[config.mk]
export PLATFORM = sky130hd
export DESIGN_NAME = mem_initiator_flat
export DESIGN_NICKNAME = d
export VERILOG_FILES = /design/src/rtl/mem_initiator_if.sv /design/src/rtl/mem_initiator.sv /design/src/flat_wrapper.sv
export SDC_FILE = /design/constraint.sdc
export NUM_CORES = 1
export LEC_CHECK = 0
export ABC_AREA = 1
export BUFFER_PORTS_ARGS = -buffer_cell sky130_fd_sc_hd__buf_2
export CORE_ASPECT_RATIO = 1.2
export CORE_MARGIN = 5
export CORE_UTILIZATION = 49
export CTS_BUF_LIST = sky130_fd_sc_hd__clkbuf_4
export CTS_CLUSTER_SIZE = 8
export DETAILED_ROUTE_END_ITERATION = 16
export GPL_TIMING_DRIVEN = 0
export PLACE_DENSITY = 0.9
export SYNTH_ARGS = -nofsm -noshare
export SYNTH_HDL_FRONTEND = slang
export SYNTH_SLANG_ARGS = --single-unit
[constraint.sdc]
create_clock -name clk_in -period 2.13 [get_ports clk_in]
set_input_delay 0 -clock clk_in [delete_from_list [all_inputs] [get_ports clk_in]]
set_output_delay 0 -clock clk_in [all_outputs]
set_load 0.01 [all_outputs]
[src/rtl/mem_initiator_if.sv]
// Bundles the command, write-data, read-data, response and memory-port signals of mem_initiator.
// The master modport is the initiator's view; the slave modport is the host/memory side.
interface mem_initiator_if #(
    parameter int DATA_WIDTH = 32
);
    logic                  cmd_valid_in;
    logic                  cmd_ready_out;
    logic                  cmd_write_in;
    logic [DATA_WIDTH-1:0] cmd_addr_in;
    logic [7:0]            cmd_len_in;

    logic                  wr_valid_in;
    logic                  wr_ready_out;
    logic [DATA_WIDTH-1:0] wr_data_in;

    logic                  rd_valid_out;
    logic [DATA_WIDTH-1:0] rd_data_out;

    logic                  resp_valid_out;
    logic                  resp_err_out;

    logic                  mem_enable_out;
    logic                  mem_write_out;
    logic                  mem_ready_in;
    logic [DATA_WIDTH-1:0] mem_addr_out;
    logic [DATA_WIDTH-1:0] mem_data_out;
    logic [DATA_WIDTH-1:0] mem_data_in;

    modport master (
        input  cmd_valid_in, cmd_write_in, cmd_addr_in, cmd_len_in,
        input  wr_valid_in, wr_data_in,
        input  mem_ready_in, mem_data_in,
        output cmd_ready_out, wr_ready_out,
        output rd_valid_out, rd_data_out,
        output resp_valid_out, resp_err_out,
        output mem_enable_out, mem_write_out, mem_addr_out, mem_data_out
    );

    modport slave (
        output cmd_valid_in, cmd_write_in, cmd_addr_in, cmd_len_in,
        output wr_valid_in, wr_data_in,
        output mem_ready_in, mem_data_in,
        input  cmd_ready_out, wr_ready_out,
        input  rd_valid_out, rd_data_out,
        input  resp_valid_out, resp_err_out,
        input  mem_enable_out, mem_write_out, mem_addr_out, mem_data_out
    );
endinterface

[src/rtl/mem_initiator.sv]
// Burst memory initiator: turns one read/write burst command into per-beat single-cycle memory accesses.
// Optional WAIT-state timeout abort is built in when MEM_INITIATOR_TIMEOUT_EN is defined.
module mem_initiator #(
    parameter int DATA_WIDTH     = 32,
    parameter int TIMEOUT_CYCLES = 255
) (
    input  logic            clk_in,
    input  logic            rst_n_in,
    mem_initiator_if.master bus
);

    typedef enum logic [1:0] {
        IDLE,
        ISSUE,
        WAIT,
        RESP
    } state_t;

    state_t                state_q, state_d;
    logic                  is_write_q, is_write_d;
    logic [DATA_WIDTH-1:0] addr_q, addr_d;
    logic [7:0]            beats_q, beats_d;
    logic [DATA_WIDTH-1:0] rd_data_q, rd_data_d;

    logic                  mem_ready;
    logic                  mem_enable;
    logic                  mem_write;
    logic [DATA_WIDTH-1:0] mem_data;
    logic                  wr_ready;
    logic                  rd_valid;
    logic                  resp_valid;

`ifdef MEM_INITIATOR_TIMEOUT_EN
    localparam int CNT_W = (TIMEOUT_CYCLES > 1) ? $clog2(TIMEOUT_CYCLES) : 1;

    logic [CNT_W-1:0] wait_cnt_q, wait_cnt_d;
    logic             err_q, err_d;
    logic             timed_out;

    // Last WAIT cycle without ready is cycle number TIMEOUT_CYCLES.
    assign timed_out = (32'(wait_cnt_q) == 32'(TIMEOUT_CYCLES - 1));
`else
    logic [31:0] unused_timeout;
    assign unused_timeout = 32'(TIMEOUT_CYCLES);
`endif

    // An X or Z ready fails the if-test, so only a real 1 is taken as ready.
    always_comb begin
        mem_ready = 1'b0;
        if (bus.mem_ready_in) mem_ready = 1'b1;
    end

    // NOTE: every signal assigned here gets a default first, so no path leaves one unassigned and no latch is inferred.
    always_comb begin
        state_d    = state_q;
        is_write_d = is_write_q;
        addr_d     = addr_q;
        beats_d    = beats_q;
        rd_data_d  = rd_data_q;
        mem_enable = 1'b0;
        mem_write  = 1'b0;
        mem_data   = '0;
        wr_ready   = 1'b0;
        rd_valid   = 1'b0;
        resp_valid = 1'b0;
`ifdef MEM_INITIATOR_TIMEOUT_EN
        wait_cnt_d = '0;
        err_d      = err_q;
`endif

        case (state_q)
            IDLE: begin
                if (bus.cmd_valid_in) begin
                    is_write_d = bus.cmd_write_in;
                    addr_d     = bus.cmd_addr_in;
                    beats_d    = bus.cmd_len_in;
                    state_d    = ISSUE;
`ifdef MEM_INITIATOR_TIMEOUT_EN
                    err_d      = 1'b0;
`endif
                end
            end

            ISSUE: begin
                if (!is_write_q) begin
                    mem_enable = 1'b1;
                    state_d    = WAIT;
                end else begin
                    wr_ready = 1'b1;
                    if (bus.wr_valid_in) begin
                        mem_enable = 1'b1;
                        mem_write  = 1'b1;
                        mem_data   = bus.wr_data_in;
                        state_d    = WAIT;
                    end
                end
            end

            WAIT: begin
                if (mem_ready) begin
                    if (!is_write_q) begin
                        rd_valid  = 1'b1;
                        rd_data_d = bus.mem_data_in;
                    end
                    if (beats_q != 8'd0) begin
                        beats_d = beats_q - 8'd1;
                        addr_d  = addr_q + DATA_WIDTH'(1);
                        state_d = ISSUE;
                    end else begin
                        state_d = RESP;
                    end
`ifdef MEM_INITIATOR_TIMEOUT_EN
                end else if (timed_out) begin
                    err_d   = 1'b1;
                    state_d = RESP;
                end else begin
                    wait_cnt_d = wait_cnt_q + CNT_W'(1);
`endif
                end
            end

            RESP: begin
                resp_valid = 1'b1;
                state_d    = IDLE;
            end

            default: state_d = IDLE;
        endcase
    end

    // NOTE: sequential state uses non-blocking assignments so every register samples pre-edge values.
    always_ff @(posedge clk_in or negedge rst_n_in) begin
        if (!rst_n_in) begin
            state_q    <= IDLE;
            is_write_q <= 1'b0;
            addr_q     <= '0;
            beats_q    <= '0;
            // NOTE: the read-data holding register is reset too, because rd_data_out must read 0 in reset.
            rd_data_q  <= '0;
`ifdef MEM_INITIATOR_TIMEOUT_EN
            wait_cnt_q <= '0;
            err_q      <= 1'b0;
`endif
        end else begin
            state_q    <= state_d;
            is_write_q <= is_write_d;
            addr_q     <= addr_d;
            beats_q    <= beats_d;
            rd_data_q  <= rd_data_d;
`ifdef MEM_INITIATOR_TIMEOUT_EN
            wait_cnt_q <= wait_cnt_d;
            err_q      <= err_d;
`endif
        end
    end

    // cmd_ready is gated by reset so it only rises once reset is released.
    assign bus.cmd_ready_out  = (state_q == IDLE) && rst_n_in;
    assign bus.wr_ready_out   = wr_ready;
    assign bus.rd_valid_out   = rd_valid;
    assign bus.rd_data_out    = rd_valid ? bus.mem_data_in : rd_data_q;
    assign bus.resp_valid_out = resp_valid;
    assign bus.mem_enable_out = mem_enable;
    assign bus.mem_write_out  = mem_write;
    assign bus.mem_addr_out   = addr_q;
    assign bus.mem_data_out   = mem_data;

`ifdef MEM_INITIATOR_TIMEOUT_EN
    assign bus.resp_err_out = resp_valid && err_q;
`else
    assign bus.resp_err_out = 1'b0;
`endif

endmodule

[src/flat_wrapper.sv]
// flat-port wrapper written by rule: the top's interface ports become plain ports
module mem_initiator_flat 
#(
    parameter int DATA_WIDTH     = 32,
    parameter int TIMEOUT_CYCLES = 255
)
  (clk_in, rst_n_in, bus_cmd_valid_in, bus_cmd_write_in, bus_cmd_addr_in, bus_cmd_len_in, bus_wr_valid_in, bus_wr_data_in, bus_mem_ready_in, bus_mem_data_in, bus_cmd_ready_out, bus_wr_ready_out, bus_rd_valid_out, bus_rd_data_out, bus_resp_valid_out, bus_resp_err_out, bus_mem_enable_out, bus_mem_write_out, bus_mem_addr_out, bus_mem_data_out);
  mem_initiator_if #(.DATA_WIDTH(DATA_WIDTH)) bus_i ();
  input  logic clk_in;
  input  logic rst_n_in;
  input wire logic [$bits(bus_i.cmd_valid_in)-1:0] bus_cmd_valid_in;
  input wire logic [$bits(bus_i.cmd_write_in)-1:0] bus_cmd_write_in;
  input wire logic [$bits(bus_i.cmd_addr_in)-1:0] bus_cmd_addr_in;
  input wire logic [$bits(bus_i.cmd_len_in)-1:0] bus_cmd_len_in;
  input wire logic [$bits(bus_i.wr_valid_in)-1:0] bus_wr_valid_in;
  input wire logic [$bits(bus_i.wr_data_in)-1:0] bus_wr_data_in;
  input wire logic [$bits(bus_i.mem_ready_in)-1:0] bus_mem_ready_in;
  input wire logic [$bits(bus_i.mem_data_in)-1:0] bus_mem_data_in;
  output wire logic [$bits(bus_i.cmd_ready_out)-1:0] bus_cmd_ready_out;
  output wire logic [$bits(bus_i.wr_ready_out)-1:0] bus_wr_ready_out;
  output wire logic [$bits(bus_i.rd_valid_out)-1:0] bus_rd_valid_out;
  output wire logic [$bits(bus_i.rd_data_out)-1:0] bus_rd_data_out;
  output wire logic [$bits(bus_i.resp_valid_out)-1:0] bus_resp_valid_out;
  output wire logic [$bits(bus_i.resp_err_out)-1:0] bus_resp_err_out;
  output wire logic [$bits(bus_i.mem_enable_out)-1:0] bus_mem_enable_out;
  output wire logic [$bits(bus_i.mem_write_out)-1:0] bus_mem_write_out;
  output wire logic [$bits(bus_i.mem_addr_out)-1:0] bus_mem_addr_out;
  output wire logic [$bits(bus_i.mem_data_out)-1:0] bus_mem_data_out;
  assign bus_i.cmd_valid_in = bus_cmd_valid_in;
  assign bus_i.cmd_write_in = bus_cmd_write_in;
  assign bus_i.cmd_addr_in = bus_cmd_addr_in;
  assign bus_i.cmd_len_in = bus_cmd_len_in;
  assign bus_i.wr_valid_in = bus_wr_valid_in;
  assign bus_i.wr_data_in = bus_wr_data_in;
  assign bus_i.mem_ready_in = bus_mem_ready_in;
  assign bus_i.mem_data_in = bus_mem_data_in;
  assign bus_cmd_ready_out = bus_i.cmd_ready_out;
  assign bus_wr_ready_out = bus_i.wr_ready_out;
  assign bus_rd_valid_out = bus_i.rd_valid_out;
  assign bus_rd_data_out = bus_i.rd_data_out;
  assign bus_resp_valid_out = bus_i.resp_valid_out;
  assign bus_resp_err_out = bus_i.resp_err_out;
  assign bus_mem_enable_out = bus_i.mem_enable_out;
  assign bus_mem_write_out = bus_i.mem_write_out;
  assign bus_mem_addr_out = bus_i.mem_addr_out;
  assign bus_mem_data_out = bus_i.mem_data_out;
  mem_initiator #(.DATA_WIDTH(DATA_WIDTH), .TIMEOUT_CYCLES(TIMEOUT_CYCLES)) u_core (.clk_in(clk_in), .rst_n_in(rst_n_in), .bus(bus_i));
endmodule
# Yosys cells after proc, flatten, opt, wreduce, memory -nomap -nowiden
# Cells that the tools add are included.
word_totals:
  output_inout_bits: 103
  word_cells: 53
  inputBits: 110
  reg_bits: 75
classes:
  add_sub_neg: 2
  reduce_logical: 8
  n_bitwise: 1
  eq_ne: 7
  mux: 30
ops:
  columns: ["operator", "count"]
  rows:
  - ["32-bit 2-to-1 mux", 7]
  - ["32-bit case mux with 2 select lines", 1]
  - ["32-bit by 1-bit adder with 32-bit output, second input constant", 1]
  - ["8-bit 2-to-1 mux", 3]
  - ["8-bit case mux with 2 select lines", 1]
  - ["1-bit 2-to-1 mux", 12]
  - ["2-bit 2-to-1 mux", 5]
  - ["2-bit case mux with 4 select lines", 1]
  - ["8-bit nonzero test", 1]
  - ["8-bit by 1-bit subtractor with 8-bit output, second input constant", 1]
  - ["3-bit AND reduction", 2]
  - ["2-bit equality test, second input constant", 2]
  - ["2-bit by 1-bit inequality test with 1-bit output, second input constant", 2]
  - ["4-bit AND reduction", 1]
  - ["3-bit inequality test, second input constant", 1]
  - ["2-bit by 1-bit equality test with 1-bit output, second input constant", 1]
  - ["2-bit zero test", 1]
  - ["2-bit inequality test, second input constant", 1]
  - ["2-bit AND reduction", 1]
  - ["2-bit nonzero test", 1]
  - ["1-bit logical AND", 1]
  - ["1-bit NOT", 1]

# Logic depth before layout (Yosys ltp)
depth:
  word_depth: 4
  ltp_mapped: 10
  ltp_nobuf: 10

# Least setup slack after synthesis
# OpenSTA, ideal clock, no wires.
synth_timing:
  kind: "register to register"
  from: "register u_core.beats_q[0]"
  to: "register u_core.beats_q[6]"
  setup_time_ns: 0.123
  synth_period_minus_slack_ns: 1.608
  arrival_time_ns: 1.485
  stages_incl_launch_ff: 11
  n_path_buf: 1
  setup_slack_ns: 0.522
  required_time_ns: 2.007
  path_cell_list: "dfrtp_1 inv_1 ha_1 nand3_1 nor2_1 nand3_1 nand2_2 inv_2 buf_4 o21ai_1 nand2_1"
synth_via:
  elab_chain_cells: 4
  word_cells_on_any_way: 7
  classes_between: "add/sub: 1; eq/ne: 1; mux: 3; reduce/logical: 2"
synth_rtl:
  columns: ["element", "line_no", "text"]
  rows:
  - ["start, declared", "mem_initiator.sv:22", "logic [7:0] beats_q, beats_d;"]
  - ["start signal, assigned", "mem_initiator.sv:148", "beats_q <= beats_d;"]
  - ["8-bit by 1-bit subtractor with 8-bit output", "mem_initiator.sv:106", "beats_d = beats_q - 8'd1;"]
  - ["8-bit 2-to-1 mux", "mem_initiator.sv:105", "if (beats_q != 8'd0) begin"]
  - ["8-bit 2-to-1 mux", "mem_initiator.sv:100", "if (mem_ready) begin"]
  - ["8-bit case mux with 2 select lines", "mem_initiator.sv:71", "case (state_q)"]
# Several ways; a longest one is shown, not always the timed one. The select of a mux whose other input is x is not followed.
# A chain may end at the register's enable or synchronous reset.

# Final worst setup path
layout_timing:
  from: "register u_core.state_q[1]"
  to: "output port bus_rd_data_out[4]"
layout_via:
  elab_chain_cells: 3
layout_rtl:
  columns: ["element", "line_no", "text"]
  rows:
  - ["start, declared", "mem_initiator.sv:19", "state_t state_q, state_d;"]
  - ["start signal, assigned", "mem_initiator.sv:145", "state_q <= state_d;"]
  - ["2-bit equality test", "mem_initiator.sv:71", null]
  - ["1-bit 2-to-1 mux", "mem_initiator.sv:71", null]
  - ["32-bit 2-to-1 mux", "mem_initiator.sv:161", "assign bus.rd_data_out = rd_valid ? bus.mem_data_in : rd_data_q;"]
  - ["end, declared", "flat_wrapper.sv:22", "output wire logic [$bits(bus_i.rd_data_out)-1:0] bus_rd_data_out;"]
# No other way between the ends.

==> run_results.csv <==
group,metric,value,unit
logic_synthesis,ys_ff_latch,75,
sta,hold_ws,0.0251,ns
power,cellLeakagePower,3.95,nW
route,avgViaCountPerCell,5.02,
setup_path,critPathKind,"reg -> out",
setup_path,worstReg2RegStart,"u_core.bus.mem_addr_out[0]",
clocking,cts_buffer_depth,2,
die,fp.dieH,117,um
logic_synthesis,yosysTopAreaCellShare,40.1,%
route,avgRoutedWirePerCell,14.8,um
sta,max_freq,495,MHz
die,rows,39,
layout,final_util,73.2,%
layout,layout_common_cells,"324 x nand2_1, 217 x buf_2, 139 x nor2_1",
logic_synthesis,ys_seq_area_share,40.1,%
clocking,cts_tree,"done",
sta,fin_tns_setup,0,ns
placed_design,place_inst,1092,
sta,final-hold-violation-count,0,
job,maxCapViolCount,0,
layout,final_common_cell,"nand2_1",
setup_path,crit_arrival,2.02,ns
logic_synthesis,synth_area_per_cell,6.18,um2
grt,grt_pass1_wl,28500,um
grt,grt_max_degree,44,
setup_path,crit_fanout,11,
logic_synthesis,netlist_top_cells_area,"dfrtp_1 40%, nand2_1 26%, nor2_1 11%",
setup_path,setup.worst_path.start,"u_core.state_q[1]",
die,ios,213,
setup_path,r2r_slack,0.14,ns
power,ir_worst_vdd,0.736,mV
layout,multi_input_area,2340,um2
clocking,ctsRootBufferMaster,"clkbuf_4",
min_path,hp-class,"in -> async",
power,p_per_area,1150,nW/um2
grt,overflow,0,
power,p_total,7.93,mW
die,start_util,49.6,%
grt,track_usage,30.9,%
sta,setup_viol,0,
outcome,status,"finished, final reports clean",
setup_path,ff2ff_path_depth,10,
layout,drive_gt1_share,24.7,%
route,dr.pass1.iters,5,
clocking,htree_levels,3,
sta,slew_viol_final,0,
placed_design,portBuffers,211,
grt,grt_pass1_vias,6086,
clocking,clk_pin_slew,0.15,ns
layout,final_nets,1172,
clocking,cts_sinks,75,
sta,worst_pin_slew,0.551,ns
placed_design,hpwl,11500,um
route,drtIter0Drc,343,
route,drc,0,
die,dieArea,11600,um2
route,ant_nets,0,
route,dr_total_vias,5976,
setup_path,required,2.13,ns
sta,post-route-min-period,2.02,ns
die,core-area,9420,um2
setup_path,cp-end-kind,"output port",
layout,fin_cells,1190,
logic_synthesis,netlist.top_cell.by_area,"dfrtp_1",
sta,skew,0.0164,ns
layout,regArea,1880,um2
placed_design,gp_congestion,0.947,
route,routed_wl,17600,um
clocking,cts_made_buffers,9,
setup_path,cp-start-kind,"flop",
die,die_w,99.2,um
setup_path,r2r_end,"u_core.bus.mem_addr_out[30]",
layout,nFillCells,739,
logic_synthesis,syn_area,4670,um2
logic_synthesis,synth_nets,869,
sta,min_period_over_period,94.8,%
layout,area_growth,47.5,%
sta,slew_headroom,63.3,%
clocking,clock_latency,0.45,ns
logic_synthesis,yosys_warnings,0,
logic_synthesis,yosysUniqueCellTypes,31,
logic_synthesis,syn_inst,757,
grt,antenna_found_initial,1,
## stage by stage
step / setup slack, ns / instance area, um2
floorplan: 0.522 / 4670
finish: 0.110 / 6890
global placement: 0.259 / 5880
global route: -0.00223 / 6890
CTS: 0.0482 / 6860
detailed placement: 0.224 / 5910
## power breakdown
group | leakage (nW) | internal (mW) | switching [mW] | total (mW)
Clock | 0.0755 | 0.378 | 0.614 | 0.991
Sequential | 0.926 | 2.09 | 0.624 | 2.72
Combinational | 2.95 | 1.57 | 2.64 | 4.22
## cells in the mapped netlist
master    instances
o22ai_1           1
nor2_1          140
o211ai_1          1
xor2_1            5
nor2_4            1
o21ai_0          15
conb_1            1
clkbuf_1          7
nor3b_1           1
nand2_2           1
buf_2            13
nand3_1          46
buf_1             3
nor3_4            1
o21ai_1          10
buf_4             2
nand2_1         324
o21ai_2           1
o31ai_1           1
a21oi_1           2
and2_1            1
nand4_1           1
dfrtp_1          75
nand3b_1          4
nor3_1            5
inv_2             4
nor2_2            1
inv_1            86
or2_2             1
buf_6             1
ha_1              2
## routing by layer
metal,track usage (%),up-vias,share of wire [%]
met4,19.6,0,5.3
met5,0,-,0
met3,7.05,72,8.6
met2,56.0,335,51
met1,32.3,2684,35
li1,-,2885,-
## registers in the layout, indices dropped and copies added (netlist names)
name                     count
u_core.bus.mem_addr_out     32
u_core.rd_data_q            32
u_core.is_write_q            1
u_core.state_q               2
u_core.beats_q               8
## cell families (layout without fill, tap and decap cells)
family | count (synthesis) | after routing | synth area share (%)
buf+inv | 116 | 424 | 9.98
simple gates | 527 | 527 | 44.8
xor+xnor | 5 | 5 | 0.937
flops | 75 | 75 | 40.1
compound gates | 31 | 31 | 3.53
fa+ha+maj | 2 | 2 | 0.535
other cells | 1 | 3 | 0.0802
## worst max-delay path, cell delays in order (launching register included)
cell,delay [ns]
dfrtp_1,0.39
inv_2,0.06
nor2_4,0.13
inv_4,0.09
nor3_4,0.27
inv_2,0.10
clkbuf_4,0.20
nand2_1,0.10
nand2_1,0.09
buf_2,0.15
## what timing repair did
action                                  4_1_cts  5_1_grt
endpoints found under the setup margin       31       66
hold buffers                                 77        0
gates resized for setup                       3       16
buffers inserted                              4        0
pin swaps                                     2        1
cloned                                        0        0
hold endpoints to repair                    150        0
## final cells by class
type / instances / share of cell area [%]
Inverter: 90 / 4.94
Tap cell: 123 / 2.23
Sequential cell: 75 / 27.2
Timing Repair Buffer: 293 / 27.3
Antenna cell: 2 / 0.0726
Buffer: 25 / 2.07
Clock inverter: 7 / 1.20
Clock buffer: 9 / 0.980
Multi-Input combinational cell: 566 / 34.0
## worst max-delay path by stage
stage / end / slack (ns) / depth (start not counted)
after floorplan: u_core.beats_q[6] / 0.52 / 10
after global placement: u_core.bus.mem_addr_out[24] / 0.26 / 10
after detailed placement: u_core.bus.mem_addr_out[28] / 0.22 / 10
after CTS: bus_rd_data_out[11] / 0.05 / 8
after global routing: bus_mem_data_out[24] / -0.002 / 7
final: bus_rd_data_out[4] / 0.11 / 9
Note: power is estimated with default switching activity, not from simulation.
